File: src/rtl/v850_gr_file.sv
// V850 general-register file: NUM_RD registered read ports, execute (A) and load (B) writeback, load scoreboard.
// Optional same-cycle write-to-read bypass is compiled in with `define V850_GR_BYPASS_EN.
module v850_gr_file #(
  parameter int DATA_W = 32,
  parameter int ADDR_W = 5,
  parameter int NUM_RD = 2
) (
  input  logic                     clk,
  input  logic                     rst_n,
  input  logic [NUM_RD-1:0]        rd_en_i,
  input  logic [NUM_RD*ADDR_W-1:0] rd_addr_i,
  output logic [NUM_RD*DATA_W-1:0] rd_data_o,
  output logic [NUM_RD-1:0]        rd_busy_o,
  input  logic                     wa_en_i,
  input  logic [ADDR_W-1:0]        wa_addr_i,
  input  logic [DATA_W-1:0]        wa_data_i,
  input  logic                     wb_en_i,
  input  logic [ADDR_W-1:0]        wb_addr_i,
  input  logic [DATA_W-1:0]        wb_data_i,
  input  logic                     res_en_i,
  input  logic [ADDR_W-1:0]        res_addr_i,
  output logic                     stall_o,
  output logic [ADDR_W:0]          busy_cnt_o,
  output logic                     collide_o
);

  localparam int NUM_REGS = 2 ** ADDR_W;

  logic [DATA_W-1:0]        gr_q [NUM_REGS];
  logic [NUM_REGS-1:0]      busy_q, busy_d;
  logic [ADDR_W:0]          busy_cnt_q, busy_cnt_d;
  logic                     collide_q, collide_d;
  logic [NUM_RD*DATA_W-1:0] rd_data_q, rd_data_d;
  logic [NUM_RD-1:0]        rd_busy_q, rd_busy_d;
  logic [ADDR_W-1:0]        rd_addr [NUM_RD];
  logic                     wa_we, wb_we;
  logic                     stall;

  // B has priority on a shared address, so A is suppressed there.
  always_comb begin
    wb_we     = wb_en_i && (wb_addr_i != '0);
    wa_we     = wa_en_i && (wa_addr_i != '0) && !(wb_we && (wb_addr_i == wa_addr_i));
    collide_d = wa_en_i && wb_we && (wa_addr_i == wb_addr_i);
  end

  // Clear first, then set, so a same-cycle reserve wins.
  always_comb begin
    busy_d = busy_q;
    if (wb_en_i) busy_d[wb_addr_i] = 1'b0;
    if (res_en_i) busy_d[res_addr_i] = 1'b1;
    busy_d[0] = 1'b0;
    busy_cnt_d = '0;
    for (int i = 0; i < NUM_REGS; i++) begin
      busy_cnt_d = busy_cnt_d + {{ADDR_W{1'b0}}, busy_d[i]};
    end
  end

  always_comb begin
    rd_data_d = rd_data_q;
    rd_busy_d = rd_busy_q;
    stall     = 1'b0;
    for (int k = 0; k < NUM_RD; k++) begin
      rd_addr[k] = rd_addr_i[k*ADDR_W +: ADDR_W];
`ifdef V850_GR_BYPASS_EN
      // A cleared-and-not-rereserved register no longer stalls.
      if (rd_en_i[k] && (rd_addr[k] != '0) && busy_q[rd_addr[k]] && busy_d[rd_addr[k]]) stall = 1'b1;
`else
      if (rd_en_i[k] && (rd_addr[k] != '0) && busy_q[rd_addr[k]]) stall = 1'b1;
`endif
      if (rd_en_i[k]) begin
        if (rd_addr[k] == '0) begin
          rd_data_d[k*DATA_W +: DATA_W] = '0;
          rd_busy_d[k]                  = 1'b0;
        end else begin
`ifdef V850_GR_BYPASS_EN
          if (wb_we && (wb_addr_i == rd_addr[k])) begin
            rd_data_d[k*DATA_W +: DATA_W] = wb_data_i;
          end else if (wa_we && (wa_addr_i == rd_addr[k])) begin
            rd_data_d[k*DATA_W +: DATA_W] = wa_data_i;
          end else begin
            rd_data_d[k*DATA_W +: DATA_W] = gr_q[rd_addr[k]];
          end
          rd_busy_d[k] = busy_d[rd_addr[k]];
`else
          rd_data_d[k*DATA_W +: DATA_W] = gr_q[rd_addr[k]];
          rd_busy_d[k]                  = busy_q[rd_addr[k]];
`endif
        end
      end
    end
  end

  always_ff @(posedge clk or negedge rst_n) begin
    if (!rst_n) begin
      for (int i = 0; i < NUM_REGS; i++) gr_q[i] <= '0;
    end else begin
      if (wa_we) gr_q[wa_addr_i] <= wa_data_i;
      if (wb_we) gr_q[wb_addr_i] <= wb_data_i;
    end
  end

  always_ff @(posedge clk or negedge rst_n) begin
    if (!rst_n) begin
      busy_q     <= '0;
      busy_cnt_q <= '0;
      collide_q  <= 1'b0;
      rd_data_q  <= '0;
      rd_busy_q  <= '0;
    end else begin
      busy_q     <= busy_d;
      busy_cnt_q <= busy_cnt_d;
      collide_q  <= collide_d;
      rd_data_q  <= rd_data_d;
      rd_busy_q  <= rd_busy_d;
    end
  end

  assign rd_data_o  = rd_data_q;
  assign rd_busy_o  = rd_busy_q;
  assign busy_cnt_o = busy_cnt_q;
  assign collide_o  = collide_q;
  assign stall_o    = stall;

endmodule

File: config.mk
export PLATFORM = sky130hd
export DESIGN_NAME = v850_gr_file
export DESIGN_NICKNAME = d
export VERILOG_FILES = /design/src/rtl/v850_gr_file.sv
export SDC_FILE = /design/constraint.sdc
export NUM_CORES = 2
export LEC_CHECK = 0
export BUFFER_PORTS_ARGS = -buffer_cell sky130_fd_sc_hd__clkbuf_2
export CAP_MARGIN = 40
export CORE_AREA = 2 2 392 394
export CTS_BUF_LIST = sky130_fd_sc_hd__clkbuf_2
export DETAILED_ROUTE_END_ITERATION = 7
export DIE_AREA = 0 0 394 396
export SLEW_MARGIN = 0
export SYNTH_ARGS = -nofsm -noshare
export SYNTH_HDL_FRONTEND = slang
export SYNTH_SLANG_ARGS = --single-unit
File: constraint.sdc
create_clock -name clk -period 5.95 [get_ports clk]
set_input_delay 0.8925 -clock clk [delete_from_list [all_inputs] [get_ports clk]]
set_output_delay 0.8925 -clock clk [all_outputs]
set_load 0.01 [all_outputs]
# --- Word-level counts from Yosys, hierarchy flattened ---
# Index checks and enable logic that the tools add are counted.
word_totals:
  out_inout_bits: 74
  regBits: 1128
  wordCells: 141
op_classes:
  n_mux: 30
  reduce_logical: 21
  addsub: 30
  n_eq_ne: 2
  n_lt_le_gt_ge: 12
  bitwise_logic: 7
ops:
  columns: ["operator", "count"]
  rows:
  - ["$bwmux 1024", 2]
  - ["$mux 1024", 2]
  - ["$bmux 32 s5", 2]
  - ["$demux 32 s5", 2]
  - ["$mux 32", 10]
  - ["$add 6x1->6", 25]
  - ["$and 32x32->32", 1]
  - ["$not 32->32", 1]
  - ["$or 32x32->32", 1]
  - ["$ge 6x6->1 const B", 4]
  - ["$lt 5x6->1 const B", 4]
  - ["$not 5->6", 4]
  - ["$reduce_bool 5->1", 4]
  - ["$logic_and 1x1->1", 14]
  - ["$lt 6x1->1 const B", 2]
  - ["$bmux 1 s5", 2]
  - ["$demux 1 s5", 2]
  - ["$eq 5x5->1", 2]
  - ["$ge 5x1->1 const B", 2]
  - ["$logic_not 5->1", 2]
  - ["$mux 1", 8]
  - ["$add 5x1->6", 1]
  - ["$add 4x1->5", 1]
  - ["$add 3x1->4", 1]
  - ["other kinds (3)", 3]

# --- Logic depth before layout (Yosys ltp) ---
depth:
  ltp_word: 39
  depth_mapped: 21

# --- Worst setup path after synthesis ---
# Ideal clock, no wire load.
synth_path:
  path_kind: "input port to flip-flop"
  startpoint: "input port wb_addr_i[2]"
  endpoint: "register busy_cnt_q[4] (netlist: busy_cnt_o[4])"
  cell_stages: 19
  arrival_time_ps: 6630
  path_slack_ps: -760
  t_required_ps: 5870
  n_path_buf: 3
  cell_sequence: "buf_2 > nor3b_1 > and3_1 > clkbuf_1 > buf_1 > o21ai_0 > fa_1 > inv_1 > fa_1 > fa_1 > fa_1 > fa_1 > fa_1 > inv_1 > fa_1 > fa_1 > a21o_1 > a21oi_1 > xnor2_1"
synth_via:
  word_cells_on_any_way: 40
synth_rtl:
  columns: ["item", "line", "text"]
  rows:
  - ["from (decl)", "18", "input logic [ADDR_W-1:0] wb_addr_i,"]
  - ["$lt 5x6->1 (not written as such) or $ge 5x1->1 (tied branches)", "49", "if (wb_en_i) busy_d[wb_addr_i] = 1'b0;"]
  - ["$logic_and 1x1->1 (not written as such)", "49", null]
  - ["$mux 1 (not written as such)", "49", null]
  - ["$demux 1 s5 (*)", "49", null]
  - ["$not 32->32 (no line) (*)", null, null]
  - ["$and 32x32->32 (no line) (*)", null, null]
  - ["$mux 32 (*)", "49", null]
  - ["$or 32x32->32 (no line)", null, null]
  - ["$mux 32 (*)", "50", "if (res_en_i) busy_d[res_addr_i] = 1'b1;"]
  - ["net busy_d[4]", "30", "logic [NUM_REGS-1:0] busy_q, busy_d;"]
  - ["$add 3x1->4 (*)", "54", "busy_cnt_d = busy_cnt_d + {{ADDR_W{1'b0}}, busy_d[i]};"]
  - ["$add 4x1->5 (*)", "54", null]
  - ["$add 5x1->6 (*)", "54", null]
  - ["$add 6x1->6 (*) (25 in series)", "54", null]
  - ["net busy_cnt_d[4]", "31", "logic [ADDR_W:0] busy_cnt_q, busy_cnt_d;"]
  - ["to (signal assigned)", "111", "busy_cnt_q <= busy_cnt_d;"]
  - ["to (decl)", "31", null]
# Mark *: on every way through the listed nets, which the timed path passes. The rest lies on a longest branch.
# A chain may end at the register's enable or synchronous reset.

# --- Final worst setup path ---
layout_path:
  startpoint: "input port wb_addr_i[3]"
  endpoint: "register busy_cnt_q[4] (netlist: busy_cnt_o[4])"
layout_via:
  word_cells_on_any_way: 40
layout_rtl:
  columns: ["item", "line"]
  rows:
  - ["$lt 5x6->1 (not written as such) or $ge 5x1->1 (tied branches)", "49"]
  - ["$logic_and 1x1->1 (not written as such)", "49"]
  - ["$mux 1 (not written as such)", "49"]
  - ["$demux 1 s5 (*)", "49"]
  - ["$not 32->32 (no line) (*)", null]
  - ["$and 32x32->32 (no line) (*)", null]
  - ["$mux 32 (*)", "49"]
  - ["$or 32x32->32 (no line)", null]
  - ["$mux 32 (*)", "50"]
  - ["net busy_d[22]", "30"]
  - ["$add 6x1->6 (*) (10 in series)", "54"]
  - ["net busy_cnt_d[4]", "31"]
# Marks and branches as above.

==> results by group <==
Timing
  • WHS: 119 ps
  • Maximum clock rate: 178 MHz
  • Worst-Margin Slew: 1380 ps
  • Final count of pins violating max slew: 0
  • Max Clock Skew: 199 ps
  • Final hold viol count: 0
  • Unrepaired setup endpoints after global routing: false
  • Final setup vio count: 0
  • Rel. slew slack: 7.93%
  • Fin crit period: 5610 ps
  • Final period util: 94.3%
  • Setup ws final: 342 ps

Global routing
  • Largest net degree at the start of global routing: 163
  • Tot GR Track Use: 36.7%
  • First-pass GRT wire length: 419 mm
  • Vias in the first global route: 60946
  • Initial antenna violation count: 15
  • Overflow after GRT: 0

Synth
  • Most common flop cell mapped by yosys: dfrtp_1
  • Post-synthesis async set-or-reset flop share: 100%
  • Synthesized area per cell: 9.49 um^2
  • Top post-synthesis cells by area: dfrtp_1, mux4_2, nand2_1, mux2i_1, a31oi_1
  • FF+latch count, synth: 1128
  • Sequential cell area fraction in the yosys report: 41.5%
  • Mapped Area: 0.0680 mm^2
  • Post-synthesis cell count: 7166
  • Synth warn: 0
  • Yosys top cell area share: 41.5%
  • EDFF count, synth: 0
  • Yosys cell types: 58
  • Net Count, Synth: 7292
  • Synth area leader: dfrtp_1

Power and ir drop
  • Leak: 0.0334 uW
  • Maximum VDD drop: 0.000868 V
  • Pwr Density: 343 mW/mm^2
  • Pwr Total: 25800 uW

Setup path
  • Crit-path max FO: 9
  • Kind of cell adding the most delay to the critical path: adder cells
  • Endpoint class of the critical path: flip-flop
  • Critical Path Source Type: input port
  • Max incr delay on CP: 730 ps
  • CP cell instances: dlygate4sd3_1 > buf_2 > and3b_1 > dlygate4sd3_1 > nand2_4 > a22o_1 > inv_1 > fa_1 > fa_1 > fa_1 > fa_1 > fa_1 > fa_1 > inv_1 > fa_2 > fa_2 > a21o_1 > a21oi_2 > xnor2_1
  • Buf/Inv on CP: 5
  • R2R setup slack: 810 ps
  • Slowest CP cell: dlygate4sd3_1
  • Critical path's most frequent cell: fa_1
  • Worst setup path class: input port to flip-flop
  • Worst Path Required: 7650 ps
  • Crit path arrival time: 7300 ps

Finish
  • Fill cells: 13847
  • Layout area overhead: 10.8%
  • Area of the multi-input gates: 0.0363 mm^2
  • Number of nets in the layout: 7363
  • Post-route insts no fill: 9482
  • Reg area: 0.0282 mm^2
  • Final core utilization: 49.7%
  • Layout cells sized above 1: 20.2%

Drt
  • Wire length on met1: 104 mm
  • Routed length on met2: 124 mm
  • DRT Pass-1 Iters: 8
  • DRT iter0 DRCs: 9219
  • DR vias/cell: 6.57
  • Routed wl met3: 39.4 mm
  • Top Metal Used: met5
  • Wire length per cell: 30.5 um
  • Final wirelength: 289 mm
  • Via count: 62255
  • Post-route antenna net violation count: 0
  • Residual DRC count: 1

Min path
  • Path category of the worst min-delay check: input port to flip-flop

Placement
  • HPWL Detailed: 176 mm
  • Place WS: -219 ps
  • Port Buf Inserts: 169
  • Cells after DPL: 8778
  • GPL Wtd Cong: 0.898

Clock network
  • CTS max path bufs: 4
  • Clock latency at the later pin of the worst-skew pair: 1950 ps
  • Root Buffer: clkbuf_2
  • TritonCTS buffer count: 325
  • H-tree level count: 5
  • CTS tree: done
  • Worst-path clk slew: 100 ps
  • Clk sinks: 1128

Die
  • Core area: 0.152 mm^2
  • Core Rows: 143
  • Die W: 394 um
  • Die ar.: 0.156 mm^2
  • IO Pins: 170
  • Die Y: 396 um
  • Starting Density: 44.9%

Run
  • Max Cap Viol: 0

Status
  • Violated checks: design-rule violations
  • Status: finished, violations left
[synth_stat cells (all sizes together) (2+ instances only)]
| library cell | n |
|---|---|
| nand4 | 2 |
| mux2i | 448 |
| a211oi | 32 |
| a22oi | 79 |
| inv | 118 |
| fa | 23 |
| xnor2 | 5 |
| or2 | 4 |
| mux4 | 494 |
| a21oi | 203 |
| buf | 368 |
| mux2 | 2 |
| o22a | 25 |
| nand3 | 29 |
| a21o | 2 |
| nand2 | 1695 |
| or3 | 6 |
| nor2 | 837 |
| and2 | 10 |
| o211ai | 3 |
| o21ai | 249 |
| o22ai | 67 |
| nor4 | 5 |
| nor3b | 7 |
| nor3 | 8 |
| a31oi | 678 |
| o32ai | 2 |
| o211a | 2 |
| ha | 7 |
| and3 | 9 |
| clkbuf | 459 |
| and3b | 5 |
| o221ai | 103 |
| a22o | 30 |
| dfrtp | 1128 |
| nor2b | 5 |
| nand3b | 2 |
| clkinv | 2 |
| xor2 | 3 |
[power breakdown]
part | switching [uW] | internal [uW]
registers | 1550 | 9730
logic | 4310 | 4590
clock network | 3560 | 2060
[repair_timing]
item                                    4_1_cts  5_1_grt
hold buffers                                162        0
gates resized for setup                       0        2
setup buffers                                 0        0
endpoints found under the setup margin        0        4
endpoints found under the hold margin      2175        0
[metal layers]
layer	vias to the layer above	track usage, %
met5	-	0.123
met4	10	23.7
met3	1236	12.1
met2	4790	53.9
met1	30394	46.6
li1	25825	-
[layout make-up]
type                    instances  share of cell area, %
clock inverters                55                  0.286
flip-flops and latches       1128                   37.5
inverters                     120                  0.598
clock buffers                 468                   3.11
repair buffers                571                   6.94
multi-input cells            5091                   48.2
well taps                    2030                   3.37
diodes                         19                 0.0631
[per-stage QoR]
step	cell area, um^2	setup TNS, ps
floorplan	68100	0
global placement	70200	-420
detailed placement	71100	-525
CTS	75300	0
global route	75300	0
finish	75300	0
[worst register-to-register path, cell delays in order (launching register included)]
cell	delay [ps]
dfrtp_1	420
a22o_1	230
inv_1	90
fa_1	440
fa_1	580
fa_1	460
fa_1	580
fa_1	440
fa_1	500
inv_1	50
fa_2	350
fa_2	350
a21o_1	170
a21oi_2	120
xnor2_1	120
[placed cells by master (no fill, tap or decap), types with 79 or more instances in the layout]
cell,n
inv_1,118
buf_4,176
mux2i_1,448
a31oi_1,678
o21ai_0,97
dfrtp_1,1128
dlygate4sd3_1,159
a22oi_1,79
nor2_1,810
o21ai_1,150
nand2_1,1647
a21oi_1,202
mux4_2,494
clkbuf_2,627
o221ai_1,103
[logic make-up after synthesis]
group	count (synthesis)	synth area share (%)
xor+xnor	8	0.103
fa+ha+maj	30	0.806
compound gates	1482	13.7
simple gates	2627	15.0
mux	944	23.0
flops	1128	41.5
buf+inv	947	5.94
[state kept, by name (all words and copies together) (netlist names)]
register	cells
rd_data_o	64
collide_o	1
busy_q	31
gr_q	1024
busy_cnt_o	6
rd_busy_o	2
[worst paths after layout]
kind	startpoint	to	cells after the start
worst max-delay path	wb_addr_i[3]	busy_cnt_o[4]$_DFF_PN0_	19
worst min-delay path	rd_addr_i[9]	rd_data_o[35]$_DFFE_PN0P_	4
worst max register to register	busy_q[28]$_DFF_PN0_	busy_cnt_o[4]$_DFF_PN0_	14
worst min register to register	gr_q[1008]$_DFF_PN0_	gr_q[1008]$_DFF_PN0_	0
max in group asynchronous	rst_n	rd_data_o[46]$_DFFE_PN0P_	4
min in group asynchronous	rst_n	busy_q[25]$_DFF_PN0_	4
Note: power is estimated with default switching activity, not from simulation.
